<file path="src/rtl/oam_dma_ctrl.sv">
// Sprite-DMA sequencer: a CPU write of page PP to DMA_REG_ADDR stalls the CPU and copies $PP00-$PPFF to OAM_DATA_ADDR.
// Define OAM_DMA_ALIGN_EN to add the ALIGN state and bus-parity tracking (READs land on even cycles only).
module oam_dma_ctrl #(
    parameter logic [15:0] DMA_REG_ADDR  = 16'h4014,
    parameter logic [15:0] OAM_DATA_ADDR = 16'h2004
) (
    input  logic        clk,
    input  logic        rst,
    input  logic [15:0] cpu_addr,
    input  logic [7:0]  cpu_dout,
    input  logic        cpu_we,
    input  logic [7:0]  mem_din,
    output logic        cpu_rdy,
    output logic        dma_active,
    output logic [15:0] dma_addr,
    output logic [7:0]  dma_dout,
    output logic        dma_we,
    output logic        dma_done
);

`ifdef OAM_DMA_ALIGN_EN
    typedef enum logic [2:0] {IDLE, HALT, ALIGN, READ, WRITE} state_t;
`else
    typedef enum logic [1:0] {IDLE, HALT, READ, WRITE} state_t;
`endif

    state_t      state;
    state_t      state_next;
    logic [7:0]  page;
    logic [7:0]  idx;
    logic [7:0]  data;
    logic        trigger;
    logic        last_write;
`ifdef OAM_DMA_ALIGN_EN
    logic        odd;
`endif

    assign trigger    = cpu_we && (cpu_addr == DMA_REG_ADDR);
    assign last_write = (state == WRITE) && (idx == 8'hFF);

    always_ff @(posedge clk or negedge rst) begin
        if (!rst) begin
            state    <= IDLE;
            page     <= '0;
            idx      <= '0;
            data     <= '0;
            dma_done <= 1'b0;
`ifdef OAM_DMA_ALIGN_EN
            odd      <= 1'b0;
`endif
        end else begin
            state    <= state_next;
            dma_done <= last_write;
`ifdef OAM_DMA_ALIGN_EN
            odd      <= ~odd;
`endif
            // Triggers outside IDLE are dropped: the CPU is stalled anyway.
            if (state == IDLE && trigger) begin
                page <= cpu_dout;
                idx  <= '0;
            end
            if (state == READ) begin
                data <= mem_din;
            end
            if (state == WRITE && idx != 8'hFF) begin
                idx <= idx + 8'd1;
            end
        end
    end

    always_comb begin
        state_next = state;
        cpu_rdy    = 1'b0;
        dma_active = 1'b1;
        dma_addr   = '0;
        dma_dout   = '0;
        dma_we     = 1'b0;
        case (state)
            IDLE: begin
                cpu_rdy    = 1'b1;
                dma_active = 1'b0;
                if (trigger) begin
                    state_next = HALT;
                end
            end
            HALT: begin
                dma_addr = {page, 8'h00};
`ifdef OAM_DMA_ALIGN_EN
                // odd now means the next cycle is even, which is where READ must sit.
                state_next = odd ? READ : ALIGN;
`else
                state_next = READ;
`endif
            end
`ifdef OAM_DMA_ALIGN_EN
            ALIGN: begin
                dma_addr   = {page, 8'h00};
                state_next = READ;
            end
`endif
            READ: begin
                dma_addr   = {page, idx};
                state_next = WRITE;
            end
            WRITE: begin
                dma_addr   = OAM_DATA_ADDR;
                dma_dout   = data;
                dma_we     = 1'b1;
                state_next = (idx == 8'hFF) ? IDLE : READ;
            end
            default: begin
                state_next = IDLE;
            end
        endcase
    end

endmodule

</file>
<file path="config.mk">
export PLATFORM = sky130hd
export DESIGN_NAME = oam_dma_ctrl
export DESIGN_NICKNAME = d
export VERILOG_FILES = /design/src/rtl/oam_dma_ctrl.sv
export SDC_FILE = /design/constraint.sdc
export NUM_CORES = 1
export LEC_CHECK = 0
export ABC_AREA = 0
export BUFFER_PORTS_ARGS = -buffer_cell sky130_fd_sc_hd__buf_2
export CORE_ASPECT_RATIO = 1.75
export CORE_UTILIZATION = 30
export CTS_BUF_LIST = sky130_fd_sc_hd__clkbuf_4 sky130_fd_sc_hd__clkbuf_8
export DETAILED_ROUTE_END_ITERATION = 6
export PLACE_DENSITY_LB_ADDON = 0.2
export SETUP_SLACK_MARGIN = 0.1
export SYNTH_ARGS = -nofsm -noshare
export SYNTH_HDL_FRONTEND = slang
export SYNTH_SLANG_ARGS = --single-unit
</file>
<file path="constraint.sdc">
create_clock -name clk -period 4.8 [get_ports clk]
set_input_delay 0.72 -clock clk [delete_from_list [all_inputs] [get_ports clk]]
set_output_delay 0.72 -clock clk [all_outputs]
set_load 0.02 [all_outputs]
</file>
==> implementation parameters, run 1 <==
Parameter                              Value

Outcome
  Run status ... complete, no violations

Setup path
  Endpoint of the most critical setup path ... dma_addr[0]
  Max stage delay cell, worst path ... nor2_1
  Depth of the most critical reg-to-reg path ... 3
  RR Endpoint ... data[6]
  Category of the worst setup path launch point ... flop
  Crit-path cells ... inv_1 > nor2_1 > and2_1 > buf_2
  Category of the worst setup path capture point ... output port
  Critical path type ... flop to output port
  Data arrival time of the worst path ... 2.22 ns
  Startpoint of the worst register-to-register path ... state[1]
  CP Data Required Time ... 4.08 ns
  Buffers plus inverters on the worst setup path ... 2
  Critical path fanouts, max ... 15
  Number of cells on the critical path ... 4
  Timing startpoint of the critical path ... state[1]
  CP top delay family ... simple AND/OR/NAND/NOR gates
  Crit-path max cell delay ... 0.82 ns
  Register-to-register setup slack ... 2.73 ns

Floorplanning
  DIE HEIGHT ... 93.66 um
  Effective utilization at floorplan ... 30.87%
  Horizontal die dimension ... 54.38 um
  Total number of placement rows ... 33
  Number of placed I/O pins ... 63
  Standard cell core area ... 4666 sq um
  Total die area ... 5092 sq um

Hold path
  Type of the worst min-delay path ... input port to asynchronous set/reset pin

Yosys
  Post-synthesis register bit count ... 27
  Mapped cell area ... 1440 sq um
  Cell taking the most area after synthesis ... dfrtp_1
  Post-synth cell types ... 32
  Primary FF master, synth ... dfrtp_1
  Number of enable flip-flop cells after synthesis ... 0
  Synthesized net count ... 170
  Leading post-synthesis cells by cell area ... dfrtp_1, mux2_2, and2_1, and3_1, o21ai_0
  Synth top area share ... 46.92%
  Part of the Yosys area used for sequential elements ... 46.92%
  Mapped Avg Cell Area ... 10.75 sq um
  Yosys warning total ... 0
  Proportion of synthesized flip-flops having asynchronous set or reset ... 100.0%
  Number of cells produced by synthesis ... 134

CTS
  Clock sink count ... 27
  Total CTS buffers ... 3
  Clock-pin transition on the worst setup and hold timing paths ... 0.10 ns
  Clock tree from TritonCTS ... built
  Maximum clock path buffer count ... 2
  # hold bufs at CTS ... 0
  H-tree lvl count ... 1
  CTS Root Buffer Type ... clkbuf_8
  Post-CTS Setup Bufs ... 0
  Clk_lat worst skew ... 0.28 ns
  Cts repair resizes ... 0

GRT
  Number of global-route vias before repair ... 1159
  GRT Total Usage ... 14.81%
  Number of antenna violations at the first check in global routing ... 0
  Pin count of the biggest net entering global routing ... 28
  Final global-route overflow total ... 0
  Global-route wire length before repair ... 5437 um

Final layout
  FILL cells ... 477
  Fin cells ... 248
  Number of antenna repair diodes ... 0
  Summed area of non-filler cells in the final layout ... 1834 sq um
  Final-stage net count ... 233
  Layout Area Growth over Synthesis ... 27.37%
  Fraction of layout instances using a drive strength above 1 ... 45.41%

Route
  Number of DRC markers after the initial detailed-route iteration ... 19
  Final routed wire length divided by cell count ... 13.26 um
  Via count ... 1200
  Ratio of routed vias to standard cells ... 4.839
  Number of design rule violations left after detail routing ... 0
  Post-DRT Antenna Nets ... 0
  Total wirelength of the detailed-routed design ... 3289 um
  First-pass detailed-route iteration total ... 4

Job
  Max-cap viol count ... 0

Power and ir drop
  Standby leakage power ... 0.9555 nW
  Overall power consumption ... 0.9262 mW
  IR Drop Worst-Case VDD ... 0.1878 mV
  Power density over the cells ... 504.9 nW/um^2

Timing
  Final Cycle Share ... 61.21%
  Finish-stage setup viols ... 0
  Tmin final ... 2.938 ns
  Relative slew slack ... 29.96%
  Actual slew at the worst max-slew pin ... 1.047 ns
  Final Hold Slack ... 0.4423 ns
  Count of endpoints failing hold in the final timing report ... 0
  Max Fclk ... 0.3404 GHz
  Worst-case clock skew ... 0.002534 ns
  RSZ-0062 raised after global routing ... no
  Final Max Slew Viols ... 0
  Sum Neg Setup Slack ... 0 ns

Placement
  Routability-driven placement congestion ratio ... 0.7569
  Port Buffer Count ... 62
  Total cell area at the placement stage ... 1788 sq um
  Half-perimeter wire length after placement ... 2428 um
  DP Cell Count ... 244
## worst register-to-register path, delay by kind of cell, from the launching register on
family | cells | cell delay, ns
buf+inv | 1 | 0.13
simple gates | 1 | 0.82
mux | 1 | 0.42
flops | 1 | 0.59
## routing by layer
metal  GRT usage, %  routed length [um]
met3          1.942                 142
met5              0                   0
met1          17.79                1431
met2          24.59                1645
met4          7.479                  69
## registers in the layout, indices dropped and copies added, names as in the netlist
| signal | cells |
|---|---|
| data | 8 |
| idx | 8 |
| page | 8 |
| state | 2 |
| dma_done | 1 |
## metrics by stage
step	worst slack [ns]	utilization, %
2_1_floorplan	2.710	-
3_3_place_gp	2.202	38.32
3_5_place_dp	2.118	38.32
4_1_cts	1.790	39.31
5_1_grt	1.637	39.31
6_report	1.862	39.31
## layout make-up
type / instances / area [sq um] / area share (%)
Sequential cell: 27 / 675.6 / 36.83
Clock inverter: 1 / 5.005 / 0.2729
Inverter: 3 / 11.26 / 0.6139
Tap cell: 52 / 65.06 / 3.547
Multi-Input combinational cell: 100 / 725.7 / 39.56
Clock buffer: 3 / 41.29 / 2.251
Timing Repair Buffer: 62 / 310.3 / 16.92
## cell families after synthesis
logic type      share of synthesized area (%)
simple gates                            26.58
fa+ha+maj                               1.564
buf+inv                                 2.693
compound gates                          8.340
mux                                     13.29
flops                                   46.92
xor+xnor                               0.6083
## how the worst min path moves through the flow
stage / startpoint / to / depth (start not counted)
2_1_floorplan: rst / data[0] / 0
3_3_place_gp: page[4] / page[4] / 1
3_5_place_dp: page[4] / page[4] / 1
4_1_cts: rst / page[7] / 1
5_1_grt: rst / page[2] / 1
6_report: rst / page[1] / 1
## power by group
part,leakage [nW],internal (mW),switching (mW)
Combinational,0.588,0.177,0.242
Sequential,0.342,0.298,0.0759
Clock,0.0255,0.0583,0.0749
## Yosys cell counts (all sizes together) (2+ instances only)
master / number
and2: 15
and3: 9
buf: 2
clkbuf: 2
dfrtp: 27
inv: 3
mux2: 16
nand2: 12
nand3: 3
nor2: 9
nor2b: 2
nor3: 3
nor4: 2
o211ai: 3
o21ai: 11
o31a: 2
or4: 2
## layout by cell type (no fill, tap or decap), types with 2 or more instances in the layout
| master | count |
|---|---|
| mux2_4 | 3 |
| nand2_1 | 12 |
| nor2_1 | 7 |
| o31a_1 | 2 |
| clkbuf_8 | 3 |
| dfrtp_1 | 27 |
| o21ai_0 | 11 |
| nand3_1 | 3 |
| nor2b_1 | 2 |
| nor4_1 | 2 |
| nor3_1 | 3 |
| and2_1 | 15 |
| o211ai_1 | 3 |
| and3_1 | 9 |
| mux2_2 | 13 |
| or4_1 | 2 |
| inv_1 | 3 |
| buf_2 | 62 |
Power figures use the tool's default switching activity.
==> inputs of run 2 (changes only) <==
==> constraint.sdc (replaced) <==
create_clock -name clk -period 2.7 [get_ports clk]
set_input_delay 0.405 -clock clk [delete_from_list [all_inputs] [get_ports clk]]
set_output_delay 0.405 -clock clk [all_outputs]
set_load 0.02 [all_outputs]
==> implementation parameters, run 2 (same netlist as run 1, synthesis figures left out) <==
Parameter                              Value

Outcome
  Run status ... complete, no violations

Route
  First-pass detailed-route iteration total ... 4 (unchanged)
  Ratio of routed vias to standard cells ... 4.960 (+2.5%)
  Total wirelength of the detailed-routed design ... 3344 um (+1.7%)
  Post-DRT Antenna Nets ... 0 (unchanged)
  Number of DRC markers after the initial detailed-route iteration ... 4 (-15)
  Final routed wire length divided by cell count ... 13.43 um (+1.3%)
  Via count ... 1235 (+2.9%)
  Number of design rule violations left after detail routing ... 0 (unchanged)

Placement
  Port Buffer Count ... 62 (unchanged)
  Half-perimeter wire length after placement ... 2595 um (+6.9%)
  Routability-driven placement congestion ratio ... 0.7216 (-4.7%)
  Placement Setup Slack ... 0.7239 ns (-1.394 ns)

Timing
  Final Max Slew Viols ... 0 (unchanged)
  RSZ-0062 raised after global routing ... no
  Tmin final ... 2.120 ns
  Finish-stage setup viols ... 0 (unchanged)
  Sum Neg Setup Slack ... 0 ns (unchanged)
  Relative slew slack ... 55.67% (+26 points)
  Max Fclk ... 0.4717 GHz
  Count of endpoints failing hold in the final timing report ... 0 (unchanged)
  Final Cycle Share ... 78.52%
  Final critical-path setup slack ... 0.5800 ns (-1.282 ns)
  Worst-case clock skew ... 0.01429 ns (+0.01175 ns)
  Actual slew at the worst max-slew pin ... 0.6610 ns (-0.3857 ns)

Final layout
  Most common cell after layout, fill and taps aside ... buf_2
  Final-stage net count ... 234 (+0.43%)
  Layout Area Growth over Synthesis ... 28.15%
  Fraction of layout instances using a drive strength above 1 ... 45.69% (+0.28 points)
  Number of antenna repair diodes ... 0 (unchanged)
  Largest registers in the final layout ... data (8), idx (8), page (8)
  Leading cell types in the layout, fill and taps excluded ... buf_2, dfrtp_1, and2_1

CTS
  Post-CTS Setup Bufs ... 0 (unchanged)
  CTS Root Buffer Type ... clkbuf_8
  H-tree lvl count ... 1 (unchanged)
  # hold bufs at CTS ... 0 (unchanged)
  Clock tree from TritonCTS ... built
  Maximum clock path buffer count ... 2 (unchanged)
  Clk_lat worst skew ... 0.28 ns (about the same)
  Cts repair resizes ... 0 (unchanged)
  Total CTS buffers ... 3 (unchanged)
  Clock-pin transition on the worst setup and hold timing paths ... 0.11 ns (about the same)
  Clock sink count ... 27 (unchanged)

Floorplanning
  Number of placed I/O pins ... 63 (unchanged)
  Effective utilization at floorplan ... 30.87% (unchanged)
  Standard cell core area ... 4666 sq um (unchanged)
  Total number of placement rows ... 33 (unchanged)
  Horizontal die dimension ... 54.38 um (unchanged)
  Total die area ... 5092 sq um (unchanged)
  DIE HEIGHT ... 93.66 um (unchanged)

GRT
  Number of antenna violations at the first check in global routing ... 0 (unchanged)
  Global-route wire length before repair ... 5437 um (unchanged)
  Pin count of the biggest net entering global routing ... 28 (unchanged)
  Number of global-route vias before repair ... 1184 (+2.2%)
  Final global-route overflow total ... 0 (unchanged)
  GRT Total Usage ... 14.41% (-0.40 points)

Setup path
  Category of the worst setup path launch point ... flop
  Category of the worst setup path capture point ... output port
  Critical path type ... flop to output port
  CP Data Required Time ... 2.30 ns (-1.78 ns)
  Crit-path max cell delay ... 0.58 ns (-0.24 ns)
  Max stage delay cell, worst path ... dfrtp_1
  Crit-path cells ... inv_1 > nor2_1 > and2_1 > buf_2
  Data arrival time of the worst path ... 1.72 ns (-0.50 ns)
  Critical path fanouts, max ... 13 (-2)

Power and ir drop
  Standby leakage power ... 0.9609 nW (+0.57%)
  Power density over the cells ... 908.8 nW/um^2 (+80%)
  IR Drop Worst-Case VDD ... 0.4483 mV (+140%)

Job
  Max-cap viol count ... 0 (unchanged)

Hold path
  Type of the worst min-delay path ... input port to asynchronous set/reset pin
==> run 2: cell type report <==
cell class,count,area (sq um)
clock inverters,1,8.758
well taps,52,65.06
flip-flops and latches,27,675.6
multi-input cells,100,725.7
fillers,479,2820
clock buffers,3,41.29
inverters,3,11.26
repair buffers,63,317.8
==> run 2: worst max-delay path: cells and delay by family (launching register included) <==
family,cells,cell delay (ns)
buf+inv,2,0.29
flops,1,0.58
simple gates,2,0.55
==> run 2: stage by stage <==
step	cell area [sq um]	util, %	hold slack [ns]	std cells	total power [mW]
after floorplan	1440	-	0.1094	134	1.174
after global placement	1795	38.48	0.4560	245	1.451
after detailed placement	1795	38.48	0.4572	245	1.454
after CTS	1846	39.55	0.1394	249	1.706
after global routing	1846	39.55	0.1683	249	1.810
final	1846	39.55	0.1206	249	1.677
==> run 2: where the power goes <==
part	internal, mW	total, mW	switching [mW]
clock network	0.109	0.247	0.139
registers	0.530	0.664	0.134
logic	0.323	0.766	0.443
total	0.961	1.68	0.716
==> run 2: final timing paths <==
kind	start	to	slack (ns)	depth (start not counted)
max	state[1]	dma_addr[7]	0.58	4
min	rst	page[0]	0.12	1
max reg2reg	state[0]	page[6]	0.70	4
min reg2reg	page[6]	page[6]	0.51	1
max in group asynchronous	rst	idx[4]	2.17	1
min in group clk	cpu_dout[0]	page[0]	0.34	2
==> run 2: metal layers <==
metal / track usage, % / part of all wire, % / vias up
met5: 0 / 0 / -
li1: - / - / 607
met4: 5.342 / 2.3 / 0
met3: 1.618 / 4.1 / 8
met1: 17.72 / 40 / 580
met2: 24.59 / 54 / 40
==> inputs of run 3 (changes only) <==
==> constraint.sdc (replaced) <==
create_clock -name clk -period 2.22 [get_ports clk]
set_input_delay 0.333 -clock clk [delete_from_list [all_inputs] [get_ports clk]]
set_output_delay 0.333 -clock clk [all_outputs]
set_load 0.02 [all_outputs]
==> implementation parameters, run 3 (same netlist as run 1, synthesis figures left out) <==
Parameter                              Value

Outcome
  Run status ... complete, no violations

CTS
  H-tree lvl count ... 1 (unchanged)
  Clk_lat worst skew ... 0.28 ns (about the same)
  Clock-pin transition on the worst setup and hold timing paths ... 0.10 ns (about the same)
  Post-CTS Setup Bufs ... 0 (unchanged)
  # hold bufs at CTS ... 0 (unchanged)
  Clock sink count ... 27 (unchanged)
  Cts repair resizes ... 0 (unchanged)
  CTS Root Buffer Type ... clkbuf_8
  Maximum clock path buffer count ... 2 (unchanged)
  Clock tree from TritonCTS ... built
  Total CTS buffers ... 3 (unchanged)

Timing
  RSZ-0062 raised after global routing ... no
  Final Max Slew Viols ... 0 (unchanged)
  Final critical-path setup slack ... 0.2514 ns (-0.3286 ns)
  Count of endpoints failing hold in the final timing report ... 0 (unchanged)
  Final Hold Slack ... 0.05037 ns (-0.07019 ns)
  Max Fclk ... 0.5080 GHz
  Worst-case clock skew ... 0.007520 ns (-0.006767 ns)
  Tmin final ... 1.969 ns
  Final Cycle Share ... 88.68%
  Actual slew at the worst max-slew pin ... 0.5955 ns (-0.06549 ns)
  Relative slew slack ... 60.30% (+4.6 points)
  Sum Neg Setup Slack ... 0 ns (unchanged)
  Finish-stage setup viols ... 0 (unchanged)

Floorplanning
  Standard cell core area ... 4666 sq um (unchanged)
  Total die area ... 5092 sq um (unchanged)
  Horizontal die dimension ... 54.38 um (unchanged)
  DIE HEIGHT ... 93.66 um (unchanged)
  Total number of placement rows ... 33 (unchanged)
  Effective utilization at floorplan ... 30.87% (unchanged)
  Number of placed I/O pins ... 63 (unchanged)

Setup path
  CP top delay family ... flip-flops
  Data arrival time of the worst path ... 1.64 ns (-0.08 ns)
  Critical path type ... flop to output port
  Crit-path max cell delay ... 0.40 ns (-0.18 ns)
  Buffers plus inverters on the worst setup path ... 2 (unchanged)
  Max stage delay cell, worst path ... dfrtp_1
  Category of the worst setup path capture point ... output port
  Category of the worst setup path launch point ... flop
  CP Data Required Time ... 1.89 ns (-0.41 ns)
  Critical path fanouts, max ... 14 (+1)
  Crit-path cells ... buf_4 > xor2_1 > and2_1 > buf_2

Placement
  Port Buffer Count ... 62 (unchanged)
  Placement Setup Slack ... 0.3323 ns (-0.3916 ns)
  Routability-driven placement congestion ratio ... 0.7006 (-2.9%)
  Half-perimeter wire length after placement ... 2513 um (-3.2%)
  DP Cell Count ... 248 (+1.2%)

Route
  Final routed wire length divided by cell count ... 12.79 um (-4.7%)
  Ratio of routed vias to standard cells ... 4.802 (-3.2%)
  Post-DRT Antenna Nets ... 0 (unchanged)
  Via count ... 1210 (-2.0%)
  First-pass detailed-route iteration total ... 4 (unchanged)
  Number of design rule violations left after detail routing ... 0 (unchanged)
  Number of DRC markers after the initial detailed-route iteration ... 16 (+12)
  Total wirelength of the detailed-routed design ... 3224 um (-3.6%)

Power and ir drop
  Power density over the cells ... 1099 nW/um^2 (+21%)
  IR Drop Worst-Case VDD ... 0.5535 mV (+23%)
  Standby leakage power ... 0.9749 nW (+1.5%)

GRT
  Number of global-route vias before repair ... 1172 (-1.0%)
  Number of antenna violations at the first check in global routing ... 0 (unchanged)
  Global-route wire length before repair ... 5257 um (-3.3%)
  Pin count of the biggest net entering global routing ... 28 (unchanged)
  GRT Total Usage ... 14.01% (-0.40 points)
  Final global-route overflow total ... 0 (unchanged)

Hold path
  Type of the worst min-delay path ... input port to asynchronous set/reset pin

Final layout
  Fraction of layout instances using a drive strength above 1 ... 47.00% (+1.3 points)
  Layout Area Growth over Synthesis ... 29.89%
  Final-stage net count ... 237 (+1.3%)
  Fin cells ... 252 (+1.2%)
  FILL cells ... 487 (+1.7%)
  Area occupied by registers ... 675.6 sq um (unchanged)
  Most common cell after layout, fill and taps aside ... buf_2
  Area used by multi-input combinational logic ... 728.2 sq um (+0.34%)
  Leading cell types in the layout, fill and taps excluded ... buf_2, dfrtp_1, and2_1
  Largest registers in the final layout ... data (8), idx (8), page (8)
  Final core occ ... 40.09% (+0.54 points)
  Number of antenna repair diodes ... 0 (unchanged)

Job
  Max-cap viol count ... 0 (unchanged)
[run 3: power breakdown]
part / switching [mW] / internal (mW)
Clock: 0.163 / 0.132
Sequential: 0.135 / 0.645
Combinational: 0.563 / 0.418
Total: 0.861 / 1.19
[run 3: final cells by class]
cell class	instances	share of cell area [%]
Clock inverter	1	0.4682
Sequential cell	27	36.12
Tap cell	52	3.478
Timing Repair Buffer	66	18.19
Inverter	3	0.6020
Multi-Input combinational cell	100	38.93
Clock buffer	3	2.207
[run 3: final timing paths]
path,startpoint,end,slack [ns],cells after the start
worst min-delay path,rst,page[4],0.05,1
min in group clk,cpu_dout[0],page[0],0.28,2
worst max register to register,state[1],page[6],0.41,4
max in group asynchronous,rst,state[1],1.78,1
worst min register to register,data[7],data[7],0.51,1
worst max-delay path,state[0],dma_addr[9],0.25,4
[run 3: worst register-to-register path, stage by stage (launching register included)]
cell and delay (ns):
dfrtp_1 0.43, nor2_4 0.15, or4b_4 0.52, nor2_8 0.24, mux2_2 0.36
[run 3: metal layers]
layer	track usage [%]	up-vias	part of all wire (%)
li1	-	602	-
met3	1.780	4	4.2
met1	16.46	565	41
met4	5.342	0	1.5
met2	24.49	39	53
met5	0	-	0
[run 3: per-stage QoR]
step                      power [mW]  area (sq um)
after floorplan                1.428          1440
after global placement         1.786          1818
after detailed placement       1.790          1818
after CTS                      2.087          1868
after global routing           2.228          1871
final                          2.055          1871
